===== config.mk =====
export PLATFORM = sky130hd
export DESIGN_NAME = leaf_bft_rx
export DESIGN_NICKNAME = d
export VERILOG_FILES = /design/src/rtl/leaf_pkt_pkg.sv /design/src/rtl/leaf_bft_rx_if.sv /design/src/rtl/leaf_rx_fifo.sv /design/src/rtl/leaf_bft_rx.sv
export SDC_FILE = /design/constraint.sdc
export NUM_CORES = 1
export LEC_CHECK = 0
export ABC_AREA = 1
export BUFFER_PORTS_ARGS = -buffer_cell sky130_fd_sc_hd__clkbuf_2
export CORE_MARGIN = 2
export CORE_UTILIZATION = 43
export CTS_BUF_LIST = sky130_fd_sc_hd__clkbuf_4
export DETAILED_ROUTE_END_ITERATION = 8
export GPL_TIMING_DRIVEN = 0
export PLACE_DENSITY = 0.6
export SYNTH_ARGS = -nofsm -noshare
export SYNTH_HDL_FRONTEND = slang
export SYNTH_SLANG_ARGS = --single-unit

===== constraint.sdc =====
create_clock -name clk -period 4.1 [get_ports clk]
set_clock_uncertainty 0.15 [all_clocks]
set_input_delay 0.205 -clock clk [delete_from_list [all_inputs] [get_ports clk]]
set_output_delay 0.205 -clock clk [all_outputs]
set_load 0.01 [all_outputs]

===== src/rtl/leaf_pkt_pkg.sv =====
// Purpose: shared packet field positions, widths and FSM state type for the BFT leaf receiver.
// Ports: none (package).
// Contents: bit-position constants, packet/payload widths, rx_state_e.
package leaf_pkt_pkg;

  localparam int PKT_W       = 49;
  localparam int PAYLOAD_W   = 32;

  localparam int VALID_BIT   = 48;
  localparam int LEAF_HI     = 47;
  localparam int LEAF_LO     = 43;
  localparam int PORT_HI     = 42;
  localparam int PORT_LO     = 39;
  localparam int RSVD_HI     = 38;
  localparam int RSVD_LO     = 32;
  localparam int PAYLOAD_HI  = 31;
  localparam int PAYLOAD_LO  = 0;

  localparam int LEAF_W      = LEAF_HI - LEAF_LO + 1;
  localparam int PORT_W      = PORT_HI - PORT_LO + 1;

  typedef enum logic {
    ST_IDLE = 1'b0,
    ST_RUN  = 1'b1
  } rx_state_e;

endpackage


===== src/rtl/leaf_bft_rx_if.sv =====
// Purpose: one operator output stream (payload + valid/ready handshake).
// Ports: data/valid driven by master, ready driven by slave.
// Modports: master (buffer side), slave (operator side).
interface leaf_bft_rx_if;
  import leaf_pkt_pkg::*;

  logic [PAYLOAD_W-1:0] data;
  logic                 valid;
  logic                 ready;

  modport master (output data, output valid, input ready);
  modport slave  (input data, input valid, output ready);
endinterface


===== src/rtl/leaf_rx_fifo.sv =====
// Purpose: per-port first-word-fall-through buffer feeding one operator stream.
// Ports: clk, reset, push/push_data/full (write side), out (stream master modport).
// Latency: a word pushed at edge k is on out.data after edge k; no combinational bypass.
module leaf_rx_fifo #(
  parameter int WIDTH      = 32,
  parameter int FIFO_DEPTH = 16
) (
  input  logic             clk,
  input  logic             reset,
  input  logic             push,
  input  logic [WIDTH-1:0] push_data,
  output logic             full,
  leaf_bft_rx_if.master    out
);

  localparam int AW = $clog2(FIFO_DEPTH);
  localparam int CW = AW + 1;

  logic [WIDTH-1:0] mem [FIFO_DEPTH];
  logic [AW-1:0]    wr_ptr;
  logic [AW-1:0]    rd_ptr;
  logic [CW-1:0]    count;
  logic             empty;
  logic             do_push;
  logic             do_pop;

  assign empty   = (count == '0);
  assign full    = (count == CW'(FIFO_DEPTH));
  // Full is judged on current occupancy, so a same-cycle pop never frees room.
  assign do_push = push && !full;
  assign do_pop  = out.valid && out.ready;

  assign out.valid = !empty;
  assign out.data  = empty ? '0 : mem[rd_ptr];

  always_ff @(posedge clk) begin
    if (do_push && !reset) begin
      mem[wr_ptr] <= push_data;
    end
  end

  always_ff @(posedge clk) begin
    if (reset) begin
      wr_ptr <= '0;
      rd_ptr <= '0;
      count  <= '0;
    end else begin
      // Pointers are AW bits wide, so they wrap modulo FIFO_DEPTH naturally.
      if (do_push) wr_ptr <= wr_ptr + 1'b1;
      if (do_pop)  rd_ptr <= rd_ptr + 1'b1;
      case ({do_push, do_pop})
        2'b10:   count <= count + 1'b1;
        2'b01:   count <= count - 1'b1;
        default: count <= count;
      endcase
    end
  end

endmodule


===== src/rtl/leaf_bft_rx.sv =====
// Purpose: BFT leaf receive page: decodes leaf packets, steers them into two port buffers, counts drops.
// Ports: clk, reset, ap_start, din_leaf_bft2interface, dout0/1 data/valid/ready, resend_req/resend_port, drop_cnt, running.
// Latency: accepted packet visible on doutN one cycle later; overflow resend_req pulses the cycle after the drop.
module leaf_bft_rx
  import leaf_pkt_pkg::*;
#(
  parameter logic [4:0] LEAF_ADDR  = 5'd0,
  parameter int         FIFO_DEPTH = 16
) (
  input  logic                 clk,
  input  logic                 reset,
  input  logic                 ap_start,
  input  logic [PKT_W-1:0]     din_leaf_bft2interface,
  output logic [PAYLOAD_W-1:0] dout0_data,
  output logic                 dout0_valid,
  input  logic                 dout0_ready,
  output logic [PAYLOAD_W-1:0] dout1_data,
  output logic                 dout1_valid,
  input  logic                 dout1_ready,
  output logic                 resend_req,
  output logic [3:0]           resend_port,
  output logic [15:0]          drop_cnt,
  output logic                 running
);

  rx_state_e state, state_nxt;

  logic                 pkt_valid;
  logic [LEAF_W-1:0]    pkt_leaf;
  logic [PORT_W-1:0]    pkt_port;
  logic [PAYLOAD_W-1:0] pkt_payload;

  logic full0, full1;
  logic push0, push1;
  logic addr_hit;
  logic overflow;
  logic drop;

  leaf_bft_rx_if s0_if ();
  leaf_bft_rx_if s1_if ();

  // Reserved bits [38:32] carry no meaning for this page and are not decoded.
  assign pkt_valid   = din_leaf_bft2interface[VALID_BIT];
  assign pkt_leaf    = din_leaf_bft2interface[LEAF_HI:LEAF_LO];
  assign pkt_port    = din_leaf_bft2interface[PORT_HI:PORT_LO];
  assign pkt_payload = din_leaf_bft2interface[PAYLOAD_HI:PAYLOAD_LO];

  // FSM: leaves IDLE once ap_start is seen; only reset returns it to IDLE.
  always_ff @(posedge clk) begin
    if (reset) state <= ST_IDLE;
    else       state <= state_nxt;
  end

  always_comb begin
    state_nxt = state;
    running   = 1'b0;
    case (state)
      ST_IDLE: if (ap_start) state_nxt = ST_RUN;
      ST_RUN:  running = 1'b1;
      default: state_nxt = ST_IDLE;
    endcase
  end

  // Decode: in IDLE nothing is accepted and nothing counts as a drop.
  always_comb begin
    addr_hit = running && pkt_valid && (pkt_leaf == LEAF_ADDR) && (pkt_port <= 4'd1);
    push0    = addr_hit && (pkt_port == 4'd0) && !full0;
    push1    = addr_hit && (pkt_port == 4'd1) && !full1;
    overflow = addr_hit && ((pkt_port == 4'd0) ? full0 : full1);
    drop     = (running && pkt_valid && !addr_hit) || overflow;
  end

  always_ff @(posedge clk) begin
    if (reset) begin
      drop_cnt    <= '0;
      resend_req  <= 1'b0;
      resend_port <= '0;
    end else begin
      if (drop && (drop_cnt != 16'hFFFF)) drop_cnt <= drop_cnt + 16'd1;
      // Only buffer overflow merits a retransmit; misrouted packets would fail again.
      resend_req <= overflow;
      if (overflow) resend_port <= pkt_port;
    end
  end

  leaf_rx_fifo #(.WIDTH(PAYLOAD_W), .FIFO_DEPTH(FIFO_DEPTH)) u_fifo0 (
    .clk       (clk),
    .reset     (reset),
    .push      (push0),
    .push_data (pkt_payload),
    .full      (full0),
    .out       (s0_if.master)
  );

  leaf_rx_fifo #(.WIDTH(PAYLOAD_W), .FIFO_DEPTH(FIFO_DEPTH)) u_fifo1 (
    .clk       (clk),
    .reset     (reset),
    .push      (push1),
    .push_data (pkt_payload),
    .full      (full1),
    .out       (s1_if.master)
  );

  assign dout0_data  = s0_if.data;
  assign dout0_valid = s0_if.valid;
  assign s0_if.ready = dout0_ready;
  assign dout1_data  = s1_if.data;
  assign dout1_valid = s1_if.valid;
  assign s1_if.ready = dout1_ready;

endmodule

# [After elaboration in Yosys (flattened, before gate mapping)]
# Memories as Yosys holds them, arrays and structs flattened. A register that Yosys moved wholly into a read port is not among the register bits.
# Index checks and enable logic that the tools add are counted.
[op_classes] addsub=9 eq_ne=8 muxes=16 n_reduce_logical=29 order_cmp=1
[op_table] operator="$mux 32" count=2
[op_table] operator="$pmux 5 s2" count=2
[op_table] operator="$add 16x1->16 const B" count=1
[op_table] operator="$add 4x1->4 const B" count=4
[op_table] operator="$logic_and 1x1->1" count=16
[op_table] operator="$mux 4" count=4
[op_table] operator="$ne 16x16->1 const B" count=1
[op_table] operator="$logic_not 5->1" count=3
[op_table] operator="$add 5x1->5 const B" count=2
[op_table] operator="$eq 5x5->1 const B" count=2
[op_table] operator="$sub 5x1->5 const B" count=2
[op_table] operator="$mux 1" count=8
[op_table] operator="$logic_not 1->1" count=6
[op_table] operator="$eq 2x1->1 const B" count=2
[op_table] operator="$eq 2x2->1 const B" count=2
[op_table] operator="$eq 4x1->1 const B" count=1
[op_table] operator="$le 4x1->1 const B" count=1
[op_table] operator="$logic_not 4->1" count=1
[op_table] operator="$reduce_bool 2->1" count=2
[op_table] operator="$logic_or 1x1->1" count=1
[totals] output_inout_bits=88 inputBits=54 register_bits=48 ram_bits=1024 mem_count=2
[memory_table] memory="u_fifo0.mem" depth=16 width=32 read_ports=1 rd_clocked_by_memory_dff=1 wr=1 line_no="leaf_rx_fifo.sv:19" text="logic [WIDTH-1:0] mem [FIFO_DEPTH];"
[memory_table] memory="u_fifo1.mem" depth=16 width=32 read_ports=1 rd_clocked_by_memory_dff=1 wr=1 line_no="leaf_rx_fifo.sv:19"

# [Logic depth before layout (Yosys ltp)]
[logic_depth] word_depth=10 ltp_mapped=15 ltp_nobuf=15

# [By module]
# From an unflattened synthesis, not the netlist that was laid out.
[unflattened] hier_cells=3818 area_unflattened_um2=44408.8
[modules_own_cells] module="leaf_rx_fifo" n_inst=2 cells_per_inst=1809 area_each_um2=21548.2
[modules_own_cells] module="leaf_bft_rx" n_inst=1 cells_per_inst=200 area_each_um2=1312.5

# [Least setup slack after synthesis]
# No wires, ideal clock.
[synth_timing] path_kind="reg-to-reg" from="register state" to="memory u_fifo1.mem[0][0] (enable)" setup_ps=421 path_buffers=0 path_stages_with_launch=9 arrival_time_ps=2570 path_slack_ps=959 cell_sequence="dfxtp_1 -> nand2_1 -> inv_1 -> nand4_1 -> nor2_1 -> nand3_1 -> nor2_1 -> nand2_1 -> nor2_1"
[synth_via] elab_chain_cells=10
[synth_lines] element="from (decl)" line_no="leaf_bft_rx.sv:26" text="rx_state_e state, state_nxt;"
[synth_lines] element="from (signal assigned)" line_no="leaf_bft_rx.sv:51" text="else state <= state_nxt;"
[synth_lines] element="$mux 1" line_no="leaf_bft_rx.sv:57" text="case (state)"
[synth_lines] element="$logic_and 1x1->1 (3 in series)" line_no="leaf_bft_rx.sv:66" text="addr_hit = running && pkt_valid && (pkt_leaf == LEAF_ADDR) && (pkt_port <= 4'd1);"
[synth_lines] element="$logic_and 1x1->1 (2 in series)" line_no="leaf_bft_rx.sv:68" text="push1 = addr_hit && (pkt_port == 4'd1) && !full1;"
[synth_lines] element="$logic_and 1x1->1" line_no="leaf_rx_fifo.sv:30" text="assign do_push = push && !full;"
[synth_lines] element="$logic_and 1x1->1" line_no="leaf_rx_fifo.sv:37" text="if (do_push && !reset) begin"
[synth_lines] element="$mux 1" line_no="leaf_rx_fifo.sv:37"
[synth_lines] element="$mux 1 (not written as such)" line_no="leaf_rx_fifo.sv:38" text="mem[wr_ptr] <= push_data;"
[synth_lines] element="to (decl)" line_no="leaf_rx_fifo.sv:19"
# Every way passes these cells.

==> run summary <==
Status: completed
Hold Crit Class: input port to flop
Worst-margin pin slew: 1.13 ns
Total Nets Final: 4286
Mapped Cells: 3662
Initial DRC Count: 3044
Synth area leaders: edfxtp_1, nand2_1, a21oi_1
Multi-input logic area: 10700 sq um
Worst Hold End: drop_cnt[0]
EDFF count, synth: 1024
Final Non-Filler Cells: 5754
Post-Syn Area: 43600 sq um
Remaining antenna violation count: 0
Fin area: 51300 sq um
DRT Pass-1 Iters: 5
Cts bufs inserted: 297
Crit end category: output pin
Via density: 5.37
Final WL: 129000 um
Initial Util: 43.4%
H-tree depth: 5
Register area share after synthesis: 73.1%
Max clock buf depth: 4
PortBufs: 133
Synth unique cells: 28
Worst vdd ir: 0.000315 V
# setup viols final: 0
FF-to-FF Start: u_fifo1.count[0]
Post-DP Area: 46900 sq um
Syn_nets: 3737
Vias in the first global route: 30400
Die height: 322 um
TritonCTS clock tree: done
Total congestion overflow: 0
Global-route wire length before repair: 190000 um
Cell Pwr Density: 610 nW/um^2
Reg area: 31900 sq um
Startpoint Class: flop
Register-to-register setup slack: 0.66 ns
Clk_lat worst skew: 1.11 ns
Fin. Hold Viols: 0
Cells on worst reg2reg path: 15
Ratio of cells with drive above 1 in the final layout: 18.0%
WS Path Type: flop to output pin
Clock root cell: clkbuf_4
Layout area overhead: 17.7%
Asr flop ratio synth: 0%
Max-capacitance violation count: 0
R2R Path End: u_fifo1.count[4]
Commonest cells post-synth: edfxtp_1, nand2_1, nor2_1, a21oi_1, nand3_1
IO Count: 142
Total number of vias: 30900
Max FO, Critical Path: 10
Clock-pin slew on the worst setup and hold paths: 0.07 ns
RSZ-0062 raised after global routing: false
Max Clk Rate: 0.253 GHz
Chip width: 322 um
Lkg Pwr: 18.7 nW
Critical path arrival: 3.60 ns
Initial antenna violation count: 1
Most common cell in the netlist: edfxtp_1
Syn Area/Cell: 11.9 sq um
Die area: 104000 sq um
Yosys top cell area share: 70.6%
Final Wtd Congestion: 0.832
Post-DP HPWL: 83700 um
Hold Path Stages: 9
Total clock sinks: 1080
Routed len/inst: 22.5 um
Fillers: 8831
Main flop type after synthesis: edfxtp_1
Synth Register Bits: 1080
Row cnt: 116
Origin of the worst min-delay path: din_leaf_bft2interface[48]
Slew headroom: 24.9%
Core footprint: 100000 sq um
Number of cells after detailed placement: 5184
Largest net degree at the start of global routing: 33
Drc violations: 0
Hold slack: 0.141 ns
GRT Util Overall: 24.8%
Tmin final: 3.95 ns
Data required, critical path: 3.74 ns
Crit share post-route: 96.4%
Cell taking the most area after synthesis: edfxtp_1
Yosys Warn Count: 0
Max Transition Viols Final: 0
flip-flops by register name, summed over array words and instances, names as in the netlist, named ones only:
signal          count
u_fifo1.rd_ptr      4
resend_req          1
u_fifo1.count       5
u_fifo0.count       5
state               1
resend_port         4
u_fifo1.wr_ptr      4
u_fifo0.wr_ptr      4
u_fifo1.mem       512
u_fifo0.rd_ptr      4
drop_cnt           16
u_fifo0.mem       512
per-stage QoR:
step / setup WS (ns) / total power, mW / utilization, % / TNS (ns)
after floorplan: 0.959 / 18.0 / - / 0
after global placement: -0.996 / 22.1 / 45.8 / -763.58
after detailed placement: 0.656 / 22.2 / 46.8 / 0
after CTS: 0.00974 / 31.4 / 50.8 / 0
after global routing: 0.0361 / 32.9 / 51.1 / 0
final: 0.148 / 31.3 / 51.1 / 0
critical path, cell delays in order, from the launching register on:
cell and delay, ns:
dfxtp_1 0.29, buf_2 0.23, inv_1 0.11, clkbuf_1 0.59, clkbuf_1 0.56, a21oi_1 0.19
o31ai_1 0.13, a21oi_1 0.17, clkbuf_2 0.20
area by class of cell:
cell class	count	area share, %
plain buffers	221	2.14
multi-input cells	2306	20.8
flip-flops and latches	1080	62.2
repair buffers	250	4.40
diodes	8	0.0390
clock buffers	424	6.21
well taps	1357	3.31
inverters	55	0.403
clock inverters	53	0.549
worst max-delay path by stage:
| stage | startpoint | end | slack, ns | cells after the start |
|---|---|---|---|---|
| final | flop | dout0_data[9] | 0.15 | 8 |
| after global placement | state | u_fifo1.mem[13][24] | -1.0 | 8 |
| after floorplan | state | u_fifo1.mem[0][0] | 0.96 | 8 |
| after global routing | flop | dout1_data[22] | 0.04 | 7 |
| after CTS | flop | dout0_data[5] | 0.01 | 7 |
| after detailed placement | u_fifo1.count[0] | u_fifo1.count[4] | 0.66 | 14 |
report_power, final:
group          internal [mW]  switching, mW
Sequential              12.1          0.117
Clock                   4.89           4.33
Combinational           2.71           7.06
Total                   19.8           11.5
routing by layer:
layer / vias to the layer above / share of wire (%) / GRT usage, %
met1: 15000 / 40 / 31.9
met3: 277 / 7.9 / 4.51
met4: 0 / 3.3 / 10.1
met5: - / 0 / 0
li1: 14200 / - / -
met2: 1421 / 49 / 41.5
cells by family after synthesis:
kind of cell | synth area share (%)
adders and majority gates | 0.637
xor gates and xnor gates | 0.161
DFF | 73.1
buffers and inverters | 2.98
AOI/OAI and AO/OA | 8.03
and+or+nand+nor | 15.0
placed cells by master (no fill, tap or decap), types with 19 or more instances in the layout:
cell,n
a21oi_1,357
buf_1,26
buf_12,31
buf_2,62
buf_4,62
clkbuf_1,81
clkbuf_2,139
clkbuf_4,424
clkinv_1,39
dfxtp_1,55
dlygate4sd3_1,58
edfxtp_1,1024
ha_1,19
inv_1,48
nand2_1,982
nand3_1,288
nor2_1,330
nor2_4,32
o21ai_0,147
o31ai_1,128
repair_timing:
| action | CTS | global route |
|---|---|---|
| pin swaps | 0 | 8 |
| setup endpoints to repair | 26 | 121 |
| hold buffers | 58 | 0 |
| gates resized for setup | 7 | 1 |
| buffers inserted | 0 | 27 |
| endpoints found under the hold margin | 1149 | 0 |
(Power assumes the default switching activity.)
